## src/rtl/ttt_pkg.sv

```systemverilog
// Shared encodings for the tic-tac-toe controller: cell/winner codes, FSM states
// and the row/column to flattened-cell index helper.
package ttt_pkg;

    localparam int unsigned NUM_CELLS = 9;
    localparam int unsigned GRID_W    = 2 * NUM_CELLS;

    localparam logic [1:0] CELL_EMPTY = 2'd0;
    localparam logic [1:0] CELL_P1    = 2'd1;
    localparam logic [1:0] CELL_P2    = 2'd2;

    localparam logic [1:0] WIN_NONE = 2'd0;
    localparam logic [1:0] WIN_P1   = 2'd1;
    localparam logic [1:0] WIN_P2   = 2'd2;
    localparam logic [1:0] WIN_DRAW = 2'd3;

    typedef enum logic [1:0] {
        ST_IDLE,
        ST_PLAY,
        ST_CHECK,
        ST_DONE
    } state_t;

    // Cell (r,c) lives at grid bits [cell_index*2 +: 2]; out-of-range rows/cols
    // produce indices the caller must reject separately.
    function automatic logic [3:0] cell_index(input logic [1:0] row, input logic [1:0] col);
        return ({2'b00, row} * 4'd3) + {2'b00, col};
    endfunction

endpackage

```

## src/rtl/ttt_line_judge.sv

```systemverilog
// Combinational board judge: does the given player own any of the 8 lines,
// and is every cell occupied.
module ttt_line_judge
    import ttt_pkg::*;
(
    input  logic [GRID_W-1:0] grid_i,
    input  logic [1:0]        player_i,
    output logic              win_o,
    output logic              full_o
);

    logic [NUM_CELLS-1:0] own;
    logic [NUM_CELLS-1:0] used;

    always_comb begin
        own  = '0;
        used = '0;
        for (int i = 0; i < NUM_CELLS; i++) begin
            own[i]  = (grid_i[2*i +: 2] == player_i);
            used[i] = (grid_i[2*i +: 2] != CELL_EMPTY);
        end
    end

    assign win_o = (&own[2:0]) | (&own[5:3]) | (&own[8:6])
                 | (own[0] & own[3] & own[6])
                 | (own[1] & own[4] & own[7])
                 | (own[2] & own[5] & own[8])
                 | (own[0] & own[4] & own[8])
                 | (own[2] & own[4] & own[6]);

    assign full_o = &used;

endmodule

```

## src/rtl/ttt_game_ctrl.sv

```systemverilog
// Tic-tac-toe turn sequencer and board owner. Optional per-turn forfeit timer
// is compiled in with TTT_TURN_TIMER_EN.
//
// state    | meaning
// ---------+-------------------------------------------------------------
// ST_IDLE  | after reset, no game; moves rejected until new_game
// ST_PLAY  | waiting for the active player's move
// ST_CHECK | one cycle judging the board after an accepted move
// ST_DONE  | game decided; grid and winner held until new_game
module ttt_game_ctrl
    import ttt_pkg::*;
#(
    parameter int unsigned TURN_TIMEOUT = 500_000_000
) (
    input  logic              clk,
    input  logic              resetn,
    input  logic              new_game,
    input  logic              move_valid,
    input  logic [1:0]        move_row,
    input  logic [1:0]        move_col,
    output logic [GRID_W-1:0] grid,
    output logic [1:0]        turn,
    output logic              move_ack,
    output logic              move_err,
    output logic [1:0]        winner,
    output logic              game_over,
    output logic              timeout
);

    state_t             state_q;
    logic [1:0]         active_q;
    logic [GRID_W-1:0]  grid_q;
    logic [1:0]         turn_q;
    logic               ack_q;
    logic               err_q;
    logic [1:0]         winner_q;
    logic               over_q;
    logic               timeout_q;

    logic [3:0]         idx;
    logic [1:0]         cell_val;
    logic [GRID_W-1:0]  grid_wr;
    logic               legal;
    logic [1:0]         other;
    logic               line_win;
    logic               board_full;
    logic               expire;

    // Row/col range is checked explicitly: e.g. (0,3) aliases onto cell (1,0).
    always_comb begin
        idx      = cell_index(move_row, move_col);
        cell_val = CELL_EMPTY;
        grid_wr  = grid_q;
        for (int i = 0; i < NUM_CELLS; i++) begin
            if (idx == 4'(i)) begin
                cell_val          = grid_q[2*i +: 2];
                grid_wr[2*i +: 2] = active_q;
            end
        end
        legal = move_valid && (move_row < 2'd3) && (move_col < 2'd3) && (cell_val == CELL_EMPTY);
    end

    assign other = (active_q == CELL_P1) ? CELL_P2 : CELL_P1;

    ttt_line_judge u_judge (
        .grid_i   (grid_q),
        .player_i (active_q),
        .win_o    (line_win),
        .full_o   (board_full)
    );

`ifdef TTT_TURN_TIMER_EN
    localparam int unsigned TMR_W = $clog2(TURN_TIMEOUT);

    logic [TMR_W-1:0] tmr_q;
    logic [TMR_W-1:0] tmr_d;

    assign expire = (state_q == ST_PLAY) && (tmr_q == TMR_W'(TURN_TIMEOUT - 1));

    always_comb begin
        tmr_d = tmr_q;
        if (new_game || state_q == ST_CHECK || (state_q == ST_PLAY && (legal || expire))) begin
            tmr_d = '0;
        end else if (state_q == ST_PLAY) begin
            tmr_d = tmr_q + 1'b1;
        end
    end

    always_ff @(posedge clk or negedge resetn) begin
        if (!resetn) begin
            tmr_q <= '0;
        end else begin
            tmr_q <= tmr_d;
        end
    end
`else
    logic unused_cfg;
    assign unused_cfg = ^TURN_TIMEOUT;
    assign expire     = 1'b0;
`endif

    always_ff @(posedge clk or negedge resetn) begin
        if (!resetn) begin
            state_q   <= ST_IDLE;
            active_q  <= CELL_P1;
            grid_q    <= '0;
            turn_q    <= 2'd0;
            ack_q     <= 1'b0;
            err_q     <= 1'b0;
            winner_q  <= WIN_NONE;
            over_q    <= 1'b0;
            timeout_q <= 1'b0;
        end else begin
            ack_q     <= 1'b0;
            err_q     <= 1'b0;
            timeout_q <= 1'b0;
            if (new_game) begin
                state_q  <= ST_PLAY;
                active_q <= CELL_P1;
                grid_q   <= '0;
                turn_q   <= CELL_P1;
                winner_q <= WIN_NONE;
                over_q   <= 1'b0;
            end else begin
                case (state_q)
                    ST_PLAY: begin
                        if (legal) begin
                            grid_q  <= grid_wr;
                            ack_q   <= 1'b1;
                            turn_q  <= 2'd0;
                            state_q <= ST_CHECK;
                        end else begin
                            err_q <= move_valid;
                            if (expire) begin
                                timeout_q <= 1'b1;
                                active_q  <= other;
                                turn_q    <= other;
                            end
                        end
                    end
                    ST_CHECK: begin
                        err_q <= move_valid;
                        if (line_win) begin
                            winner_q <= active_q;
                            over_q   <= 1'b1;
                            state_q  <= ST_DONE;
                        end else if (board_full) begin
                            winner_q <= WIN_DRAW;
                            over_q   <= 1'b1;
                            state_q  <= ST_DONE;
                        end else begin
                            active_q <= other;
                            turn_q   <= other;
                            state_q  <= ST_PLAY;
                        end
                    end
                    default: begin
                        err_q <= move_valid;
                    end
                endcase
            end
        end
    end

    assign grid      = grid_q;
    assign turn      = turn_q;
    assign move_ack  = ack_q;
    assign move_err  = err_q;
    assign winner    = winner_q;
    assign game_over = over_q;
    assign timeout   = timeout_q;

endmodule

```

## config.mk

```make
export PLATFORM = sky130hd
export DESIGN_NAME = ttt_game_ctrl
export DESIGN_NICKNAME = d
export VERILOG_FILES = /design/src/rtl/ttt_pkg.sv /design/src/rtl/ttt_line_judge.sv /design/src/rtl/ttt_game_ctrl.sv
export SDC_FILE = /design/constraint.sdc
export NUM_CORES = 1
export LEC_CHECK = 0
export CAP_MARGIN = 25
export CORE_ASPECT_RATIO = 0.8
export CORE_MARGIN = 2
export CORE_UTILIZATION = 30
export CTS_BUF_LIST = sky130_fd_sc_hd__clkbuf_4
export DETAILED_ROUTE_END_ITERATION = 6
export DONT_BUFFER_PORTS = 1
export PLACE_DENSITY_LB_ADDON = 0.3
export SKIP_LAST_GASP = 1
export SYNTH_ARGS = -nofsm -noshare
export SYNTH_HDL_FRONTEND = slang
export SYNTH_SLANG_ARGS = --single-unit
export TNS_END_PERCENT = 100
```

## constraint.sdc

```tcl
create_clock -name clk -period 2 [get_ports clk]
set_input_delay 0.2 -clock clk [delete_from_list [all_inputs] [get_ports clk]]
set_output_delay 0.2 -clock clk [all_outputs]
set_load 0.01 [all_outputs]
```

==> summary.md, run 1 <==
| Metric | Value |
|---|---|
| Number of synthesized flops with an enable pin | `0` |
| DP Wirelength | `approximately 4.5 mm` |
| Synth-to-Final Area Change | `48.5%` |
| Post-Layout Cell Count | `around 370` |
| CTS Sinks | `29` |
| LEAKAGE | `1.26 nW` |
| # IOs | `34` |
| Drt total wl | `roughly 7 mm` |
| Synth Flop Type | `dfrtp_1` |
| Max cap viols | `0` |
| Grt met3 use | `3.88%` |
| Post-route cell area | `roughly 3000 um2` |
| RD Place Congestion | `0.889` |
| WL/cell | `about 19 um` |
| Minimum clock period | `around 2500 ps` |
| Pwr Total | `0.00154 W` |
| Vias in the first global route | `1,876` |
| Ant. Diodes | `0` |
| Drt drc | `0` |
| GRT overflow | `0` |
| Slew @ Worst Pin | `roughly 550 ps` |
| Post-Synth Adder-Cell Area | `between 3 and 4%` |
| Synth warn | `0` |
| Port Buf Inserts | `0` |
| Crit-path leading delay family | `adder cells` |
| Avg Cell Area, Syn | `8.58 um2` |
| Fin. Hold Viols | `0` |
| Largest family of logic cells by synthesized area | `compound AO/OA/AOI/OAI gates` |
| Mapped Area | `between 2000 and 2500 um2` |
| Failing checks | `setup timing` |
| Root buffer cell | `clkbuf_4` |
| Final WS setup | `-456 ps` |
| Vias per std cell | `roughly 5.5` |
| Post-synthesis mux area share | `0%` |
| Number of synthesized register bits | `29` |
| Most frequent cell after synthesis | `dfrtp_1` |
| Initial antenna violation count | `0` |
| CP Capture Type | `flip-flop` |
| Asr flop ratio synth | `between 90% and 100%` |
| H-tree depth | `2` |
| Final ANT Viol Nets | `0` |
| Setup_tns | `-8920 ps` |
| Hold_ws | `~19 ps` |
| CP startpoint kind | `input port` |
| Placed Cells | `around 340` |
| Post-Synth XOR/XNOR Area | `3.04%` |
| M1 GR Usage | `26.4%` |
| Clock skew | `4.75 ps` |
| First-pass GRT wire length | `between 10 and 15 mm` |
| Unrepaired setup endpoints after global routing | `yes` |
| Die Span X | `around 96 um` |
| CTS Buffer Depth | `2` |
| Rel. slew slack | `between 60% and 70%` |
| GR Util met2 | `between 20% and 30%` |
| Core Footprint | `6440 um2` |
| Largest net degree at the start of global routing | `30` |
| Peak Freq | `about 400 MHz` |
| NumNets Final | `between 200 and 300` |
| Min-Delay Path Class | `in2reg` |
| CP required | `2240 ps` |
| Yosys top cell area share | `a little over a third` |
| Post-synthesis cell type count | `49` |
| Share of cells above drive strength 1 | `between 40% and 50%` |
| Initial DRC Count | `between 150 and 200` |
| Crit-path slowest cell | `fa_1` |
| Post-placement cell area | `2380 um2` |
| Final setup fails | `28` |
| Worst Path Arrival | `2700 ps` |
| Simple-gate share of the synthesized area | `a little over a fifth` |
| Dominant cells by area after synthesis | `dfrtp_1 (35%), o2111ai_1 (6.9%), a21oi_1 (5.7%)` |
| Slowest cell delay on critical path | `520 ps` |
| First drt pass iteration count | `4` |
| Count of pins over their slew limit | `0` |
| Status | `complete, but fails checks` |
| Clock latency on the worst-skew pair | `between 300 and 400 ps` |
| GRT Total Usage | `17.8%` |
| Synth Area in Compound Gates | `23.6%` |
| Synth cell count leaders | `dfrtp_1 (28), inv_1 (27), a21oi_1 (23)` |
| CP max FO | `5` |
| Most used routing layer | `met1` |
| Syn nets | `between 200 and 250` |
| # rows | `26` |
| Initial core utilization | `31.3%` |
| Worst VDD drop | `0.191 mV` |
| Area leader, netlist | `dfrtp_1` |
| Post-synthesis cell count | `235` |
| Inserted Clock Buffers | `5` |
| CTS tree | `yes` |
| Power Dens Cells | `just over 500 nW/um2` |
| Crit-path cells | `inv_8 -> fa_1 -> inv_1 -> ha_2 -> fa_2 -> nor4b_4 -> buf_4 -> a311oi_4 -> a31o_4 -> or2_4 -> o311ai_1` |
| Full die area | `between 7000 and 8000 um2` |
| Die H | `slightly below 80 um` |
| Crit share post-route | `123%` |
| Clk pin slew, worst setup/hold paths | `about 100 ps` |
| Via count | `between 2,000 and 2,500` |
| Type of the worst setup path | `in2reg` |
| Sequential-to-total area share from yosys stat | `a little over a third` |
| CP Buf/Inv Count | `3` |
==> logic make-up after synthesis <==
family	Yosys count
simple gates	76
fa+ha+maj	5
xor+xnor	7
buf+inv	48
flops	29
other cells	1
compound gates	69
==> final timing paths <==
kind | start | endpoint | slack, ps | cells after the start
min in group asynchronous | resetn | grid[4] | 310 | 2
max | move_row[0] | turn[0] | -460 | 11
max in group asynchronous | resetn | active_q[0] | 1450 | 2
max reg2reg | state_q[1] | grid[13] | -90 | 7
min | move_valid | move_err | 20 | 1
min reg2reg | state_q[0] | state_q[0] | 580 | 2
==> routing by layer <==
metal / routed length [um] / share of wire (%) / up-vias
li1: - / - / 942
met1: 3090 / 45 / 1006
met3: 455 / 6.6 / 6
met2: 3240 / 47 / 84
met4: 70 / 1.0 / 0
met5: 0 / 0 / -
==> report_power, final <==
group / switching (W) / internal, W / total, W
combinational: 0.000299 / 0.000252 / 0.000551
clock: 0.000217 / 0.000127 / 0.000344
sequential: 0.0000331 / 0.000613 / 0.000646
total: 0.000550 / 0.000991 / 0.00154
==> registers in the layout, summed over array words and instances (netlist names) <==
name       count
turn           2
state_q        2
game_over      1
grid          18
winner         2
move_err       1
move_ack       1
active_q       2
==> what timing repair did <==
| item | CTS | global route |
|---|---|---|
| resized for setup | 17 | 50 |
| endpoints found under the setup margin | 29 | 29 |
| buffers inserted | 4 | 7 |
| hold buffers | 2 | 1 |
| gates cloned | 0 | 4 |
| pin swaps | 10 | 17 |
| endpoints found under the hold margin | 54 | 25 |
==> layout make-up <==
class                   instances  area, um2
fillers                       613       3450
multi-input cells             158       1400
flip-flops and latches         29        729
repair buffers                 62        602
inverters                      27        109
well taps                      84        105
clock buffers                   5       37.5
clock inverters                 3       12.5
==> cell usage in the layout, fill, tap and decap left out, drive strengths merged, types with 2 or more instances in the layout <==
master	netlist	routed
buf	14	57
dfrtp	28	28
inv	27	27
a21oi	23	23
nor3	18	18
o2111ai	16	16
and3	15	15
nor2	14	14
o22ai	9	9
clkbuf	7	9
o21ai	7	7
xor2	7	7
nand2	5	5
nor2b	4	4
nand3	3	3
and2	3	3
ha	3	3
clkinv	0	3
nor4b	2	2
a31o	2	2
nand4	2	2
a221oi	2	2
nor4bb	2	2
fa	2	2
==> metrics by stage <==
step	setup slack, ps	util (%)
detailed placement	-889	37.0
CTS	-495	40.1
global placement	-768	37.0
floorplan	-853	-
global route	-524	46.5
finish	-456	46.5
Note: power is estimated with default switching activity, not from simulation.
==> inputs of run 2 (changes only) <==
--- a/config.mk
+++ b/config.mk
@@ -7,12 +7,11 @@
 export LEC_CHECK = 0
 export CAP_MARGIN = 25
 export CORE_ASPECT_RATIO = 0.8
-export CORE_MARGIN = 2
 export CORE_UTILIZATION = 30
 export CTS_BUF_LIST = sky130_fd_sc_hd__clkbuf_4
 export DETAILED_ROUTE_END_ITERATION = 6
 export DONT_BUFFER_PORTS = 1
-export PLACE_DENSITY_LB_ADDON = 0.3
+export PLACE_DENSITY = 0.48
 export SKIP_LAST_GASP = 1
 export SYNTH_ARGS = -nofsm -noshare
 export SYNTH_HDL_FRONTEND = slang
==> run 2 against run 1 <==
Effect of this change:
- the flow still finishes with violations (setup timing)
- global-route usage increased by 1.4 points
- highest routed layer unchanged
- cell area fell by 3.3%
- sequential power hardly changed
- final cell count up 1.4%
- utilization decreased by 1.5 points
- total power shrank 3.3%
==> summary.md, run 2 (synthesis results as in run 1) <==
| Metric | Value |
|---|---|
| WL/cell | `between 15 and 20 um` |
| CTS tree | `yes` |
| Commonest non-fill, non-tap cell in the layout | `buf_4` |
| Power Dens Cells | `between 500 and 600 nW/um2` |
| CP max FO | `5` |
| Synth-to-Final Area Change | `43.7%` |
| Placed Cells | `349` |
| First drt pass iteration count | `4` |
| Drt total wl | `between 6 and 7 mm` |
| Largest net degree at the start of global routing | `30` |
| Hold Crit Depth | `2` |
| Worst R2R Setup Slack | `-120 ps` |
| Min-Delay Path Class | `in2reg` |
| Die Span X | `~94 um` |
| Full die area | `7060 um2` |
| Slowest cell delay on critical path | `approximately 520 ps` |
| CP required | `roughly 2200 ps` |
| Ant. Diodes | `0` |
| Inserted Clock Buffers | `5` |
| Initial core utilization | `between 30% and 40%` |
| Worst Path Arrival | `between 2000 and 3000 ps` |
| NumNets Final | `about 300` |
| Crit share post-route | `120%` |
| Most frequent cells in the layout | `buf_4 (55), dfrtp_1 (27), inv_1 (25)` |
| Vias in the first global route | `~1,900` |
| Share of cells above drive strength 1 | `about two fifths` |
| Clk pin slew, worst setup/hold paths | `about 90 ps` |
| Max cap viols | `0` |
| Clock skew | `~4.2 ps` |
| Peak Freq | `415 MHz` |
| Post-Layout Cell Count | `373` |
| Routed wl met2 | `between 2 and 3 mm` |
| R2R cell count | `7` |
| Crit-path leading delay family | `adder cells` |
| GRT Total Usage | `about a fifth` |
| Worst reg2reg startpoint | `state_q[1]` |
| Crit-path cells | `inv_8 -> fa_1 -> inv_1 -> ha_2 -> fa_2 -> nor4b_4 -> a311oi_2 -> a31o_4 -> or2_4 -> o41ai_2` |
| Initial antenna violation count | `0` |
| Status | `complete, but fails checks` |
| Drt drc | `0` |
| Initial DRC Count | `~120` |
| Count of pins over their slew limit | `0` |
| CTS Sinks | `29` |
| Highest Signal Layer | `met4` |
| Final setup fails | `27` |
| # rows | `26` |
| Failing checks | `setup timing` |
| Crit-path slowest cell | `fa_1` |
| CP Buf/Inv Count | `2` |
| Unrepaired setup endpoints after global routing | `yes` |
| RD Place Congestion | `about 0.79` |
| Clock latency on the worst-skew pair | `roughly 330 ps` |
| H-tree depth | `2` |
| Port Buf Inserts | `0` |
| GRT overflow | `0` |
| Detailed-route wire length on metal 1 | `about 3.2 mm` |
| Worst r2r dst | `grid[13]` |
| Hold_sp | `new_game` |
| First-pass GRT wire length | `10.1 mm` |
| Minimum clock period | `approximately 2400 ps` |
| Max FFs per register | `18` |
| Routed wl met3 | `about 270 um` |
| Die H | `approximately 75 um` |
| Final ANT Viol Nets | `0` |
| Pwr Total | `about 0.0015 W` |
| CP Capture Type | `flip-flop` |
| CTS Buffer Depth | `2` |
| Worst VDD drop | `around 0.18 mV` |
| DP Wirelength | `between 4 and 5 mm` |
| CP startpoint kind | `input port` |
| Fin. Hold Viols | `0` |
| Setup_tns | `-8340 ps` |
| Vias per std cell | `approximately 5.4` |
| LEAKAGE | `approximately 1.3 nW` |
| Min-Delay Endpoint | `state_q[0]` |
| Hold_ws | `61.2 ps` |
| Core Footprint | `6440 um2` |
| Via count | `roughly 2,000` |
| Root buffer cell | `clkbuf_4` |
| Type of the worst setup path | `in2reg` |
| # IOs | `34` |
| Final WS setup | `-409 ps` |
==> run 2: timing repair <==
action                                  CTS  global route
hold endpoints to repair                 54            25
hold buffers                              2             2
resized for setup                        26            27
endpoints found under the setup margin   29            29
setup buffers                             4             9
pin swaps                                13            18
cloned                                    1             0
==> run 2: routing by layer <==
layer / vias to the layer above / global-route usage, %
li1: 964 / -
met1: 992 / 28.1
met2: 52 / 28.1
met3: 11 / 3.49
met4: 0 / 7.52
met5: - / 0
==> run 2: worst max-delay path by stage <==
stage | startpoint | endpoint | depth (start not counted)
global route | move_row[0] | grid[12] | 12
finish | move_row[0] | turn[1] | 10
floorplan | move_row[0] | turn[0] | 12
CTS | move_row[0] | grid[3] | 11
detailed placement | move_row[0] | grid[3] | 11
global placement | move_row[0] | grid[3] | 11
==> run 2: layout make-up <==
type                            instances  area, um2
Inverter                               27        109
Multi-Input combinational cell        158       1310
Clock inverter                          3       12.5
Fill cell                             668       3540
Sequential cell                        29        728
Clock buffer                            5       37.5
Timing Repair Buffer                   67        597
Tap cell                               84        105
==> run 2: metrics by stage <==
step	instance area (um2)	utilization [%]	setup WS [ps]
floorplan	2060	-	-853
global placement	2420	37.5	-827
detailed placement	2420	37.5	-851
CTS	2670	41.5	-365
global route	2900	45.0	-532
finish	2900	45.0	-409
==> run 2: power by group <==
part	switching, W	internal (W)
clock	0.000209	0.000127
sequential	0.0000335	0.000613
combinational	0.000272	0.000236
==> inputs of run 3 (changes only) <==
--- a/config.mk
+++ b/config.mk
@@ -5,12 +5,15 @@
 export SDC_FILE = /design/constraint.sdc
 export NUM_CORES = 1
 export LEC_CHECK = 0
+export ABC_AREA = 1
 export CAP_MARGIN = 25
 export CORE_ASPECT_RATIO = 0.8
 export CORE_UTILIZATION = 30
 export CTS_BUF_LIST = sky130_fd_sc_hd__clkbuf_4
+export CTS_CLUSTER_DIAMETER = 40
 export DETAILED_ROUTE_END_ITERATION = 6
 export DONT_BUFFER_PORTS = 1
+export MAX_ROUTING_LAYER = met4
 export PLACE_DENSITY = 0.48
 export SKIP_LAST_GASP = 1
 export SYNTH_ARGS = -nofsm -noshare
==> run 3 against run 2 <==
Effect of this change:
- the run still ends with setup timing left
- routed wire length shrank 11%
- global-route usage shrank 0.35 points
- critical path depth grew 7
- worst setup slack lost 110 ps
- sequential cell count is the same
- die area shrank 1.2%
- fmax shrank 4.2%
- combinational power grew 130%
- via count shrank 4.3%
- critical endpoint unchanged
- largest cell class unchanged
- largest power group is now combinational cells
==> summary.md, run 3 <==
| Metric | Value |
|---|---|
| Status | `complete, but fails checks` |
| Failing checks | `setup timing` |
| First drt pass iteration count | `4` |
| Final setup fails | `25` |
| H-tree depth | `2` |
| Unrepaired setup endpoints after global routing | `yes` |
| Area occupied by multi-input gates | `~1200 um2` |
| Fin. Hold Viols | `0` |
| Dominant cells by area after synthesis | `dfrtp_1 (35%), nand2_1 (14%), nand3_1 (10%)` |
| Ant. Diodes | `0` |
| Post-synthesis cell type count | `32` |
| # rows | `26` |
| Drt drc | `0` |
| NumNets Final | `329` |
| WL/cell | `between 10 and 15 um` |
| Syn nets | `294` |
| Commonest non-fill, non-tap cell in the layout | `nand2_1` |
| Placed Cells | `around 380` |
| First-pass GRT wire length | `about 9.5 mm` |
| Full die area | `~7000 um2` |
| Final ANT Viol Nets | `0` |
| LEAKAGE | `1.30 nW` |
| Slowest cell delay on critical path | `580 ps` |
| Clk pin slew, worst setup/hold paths | `~110 ps` |
| Initial core utilization | `31.1%` |
| Yosys top cell area share | `35.2%` |
| Number of synthesized register bits | `29` |
| Mapped Area | `between 1500 and 2000 um2` |
| Post-Layout Cell Count | `401` |
| Max cap viols | `0` |
| RD Place Congestion | `roughly 0.84` |
| Crit share post-route | `126%` |
| Synth-to-Final Area Change | `31.2%` |
| Area leader, netlist | `dfrtp_1` |
| FILL cells | `roughly 640` |
| Die Span X | `between 90 and 100 um` |
| DP Wirelength | `roughly 4.2 mm` |
| R2R cell count | `11` |
| Power Dens Cells | `~940 nW/um2` |
| Minimum clock period | `2510 ps` |
| Register area | `around 730 um2` |
| Synth cell count leaders | `nand2_1 (76), nand3_1 (40), nor2_1 (34)` |
| GRT Total Usage | `a little under a fifth` |
| Most frequent cells in the layout | `nand2_1 (74), nand3_1 (32), buf_4 (30)` |
| Crit-path leading delay family | `adder cells` |
| Worst VDD drop | `0.387 mV` |
| Drt total wl | `5.82 mm` |
| CTS tree | `yes` |
| Root buffer cell | `clkbuf_4` |
| Port Buf Inserts | `0` |
| Hold Crit Depth | `3` |
| Clock skew | `~14 ps` |
| # IOs | `34` |
| Clock latency on the worst-skew pair | `about 330 ps` |
| Final core utilization | `40.8%` |
| Core Footprint | `roughly 6400 um2` |
| CTS Sinks | `29` |
| Inserted Clock Buffers | `5` |
| Share of cells above drive strength 1 | `approximately 28%` |
| Final WS setup | `-515 ps` |
| GRT overflow | `0` |
| Vias per std cell | `a little under 5` |
| Vias in the first global route | `about 1,800` |
| CP max FO | `16` |
| Most frequent cell after synthesis | `nand2_1` |
| Worst Path Arrival | `roughly 2800 ps` |
| CP Capture Type | `flip-flop` |
| Crit-path slowest cell | `fa_2` |
| CP required | `2230 ps` |
| Peak Freq | `just under 400 MHz` |
| Sequential-to-total area share from yosys stat | `a little over a third` |
| Number of synthesized flops with an enable pin | `0` |
| Min-Delay Path Class | `in2reg` |
| Via count | `between 1,500 and 2,000` |
| CTS Buffer Depth | `2` |
| Max FFs per register | `18` |
| Instance count on the critical path | `17` |
| CP Buf/Inv Count | `3` |
| Asr flop ratio synth | `100%` |
| Type of the worst setup path | `in2reg` |
| Initial DRC Count | `118` |
| Die H | `74.9 um` |
| Post-synthesis cell count | `281` |
| Count of pins over their slew limit | `0` |
| Avg Cell Area, Syn | `between 7 and 8 um2` |
| Synth Flop Type | `dfrtp_1` |
| CP startpoint kind | `input port` |
| Largest net degree at the start of global routing | `30` |
| Crit-path cells | `inv_8 -> fa_1 -> inv_1 -> ha_2 -> fa_2 -> nor2_4 -> nand2_2 -> nor2_1 -> nor2_1 -> nand4_1 -> nor2_1 -> nand3_1 -> nor2_4 -> buf_12 -> nand2_2 -> nand3_2 -> nand2_1` |
| Cell mode on critical path | `nor2_1` |
| Initial antenna violation count | `0` |
| Synth warn | `0` |
## run 3: area by class of cell
| class | count | area share, % |
|---|---|---|
| clock inverter | 2 | 1.29 |
| multi-input combinational | 213 | 47.4 |
| tap | 84 | 4.02 |
| clock buffer | 6 | 1.72 |
| timing repair buffer | 39 | 13.4 |
| inverter | 28 | 4.31 |
| sequential | 29 | 27.9 |
## run 3: cell families after synthesis
| logic type | synth area share (%) |
|---|---|
| AOI/OAI and AO/OA | 3.27 |
| xor gates and xnor gates | 5.28 |
| adders and majority gates | 3.89 |
| buffers and inverters | 8.29 |
| DFF | 36.5 |
| other | 0.188 |
| and+or+nand+nor | 42.6 |
## run 3: path summary, 6_finish.rpt
path | start | end | slack (ps)
max | move_row[0] | turn[1] | -510
max reg2reg | active_q[0] | game_over | 0
max in group asynchronous | resetn | active_q[0] | 1470
min reg2reg | state_q[0] | state_q[0] | 520
min in group asynchronous | resetn | active_q[1] | 300
min | new_game | winner[0] | 0.8
## run 3: layer usage
metal / vias to the layer above / part of all wire (%) / GRT usage (%)
met5: - / 0 / -
met4: 0 / 1.6 / 6.50
li1: 987 / - / -
met1: 884 / 51 / 25.7
met3: 8 / 5.5 / 4.65
met2: 54 / 42 / 27.2
## run 3: what timing repair did
item                                   4_1_cts  5_1_grt
buffers inserted                             0        5
pin swaps                                    0        7
hold buffers                                 4        0
gates resized for setup                      0       26
setup endpoints to repair                   24       29
endpoints found under the hold margin       33        0
## run 3: metrics by stage
step	area (um2)	TNS, ps	power [W]	setup slack (ps)	hold slack (ps)
floorplan	2020	-15670	0.00141	-724	-95.6
global placement	2330	-19260	0.00175	-825	-95.0
detailed placement	2330	-19620	0.00176	-848	-95.0
CTS	2460	-10990	0.00229	-486	4.51
global route	2610	-15130	0.00266	-656	14.9
finish	2610	-11270	0.00247	-515	0.764
## run 3: power breakdown
part | switching, W | internal [W]
combinational | 0.000688 | 0.000498
clock | 0.000228 | 0.000274
sequential | 0.000115 | 0.000664
## run 3: tightest hold or removal path, cell delays in order
cell,delay (ps)
nor2_2,20
nand2_1,50
nand2_1,40
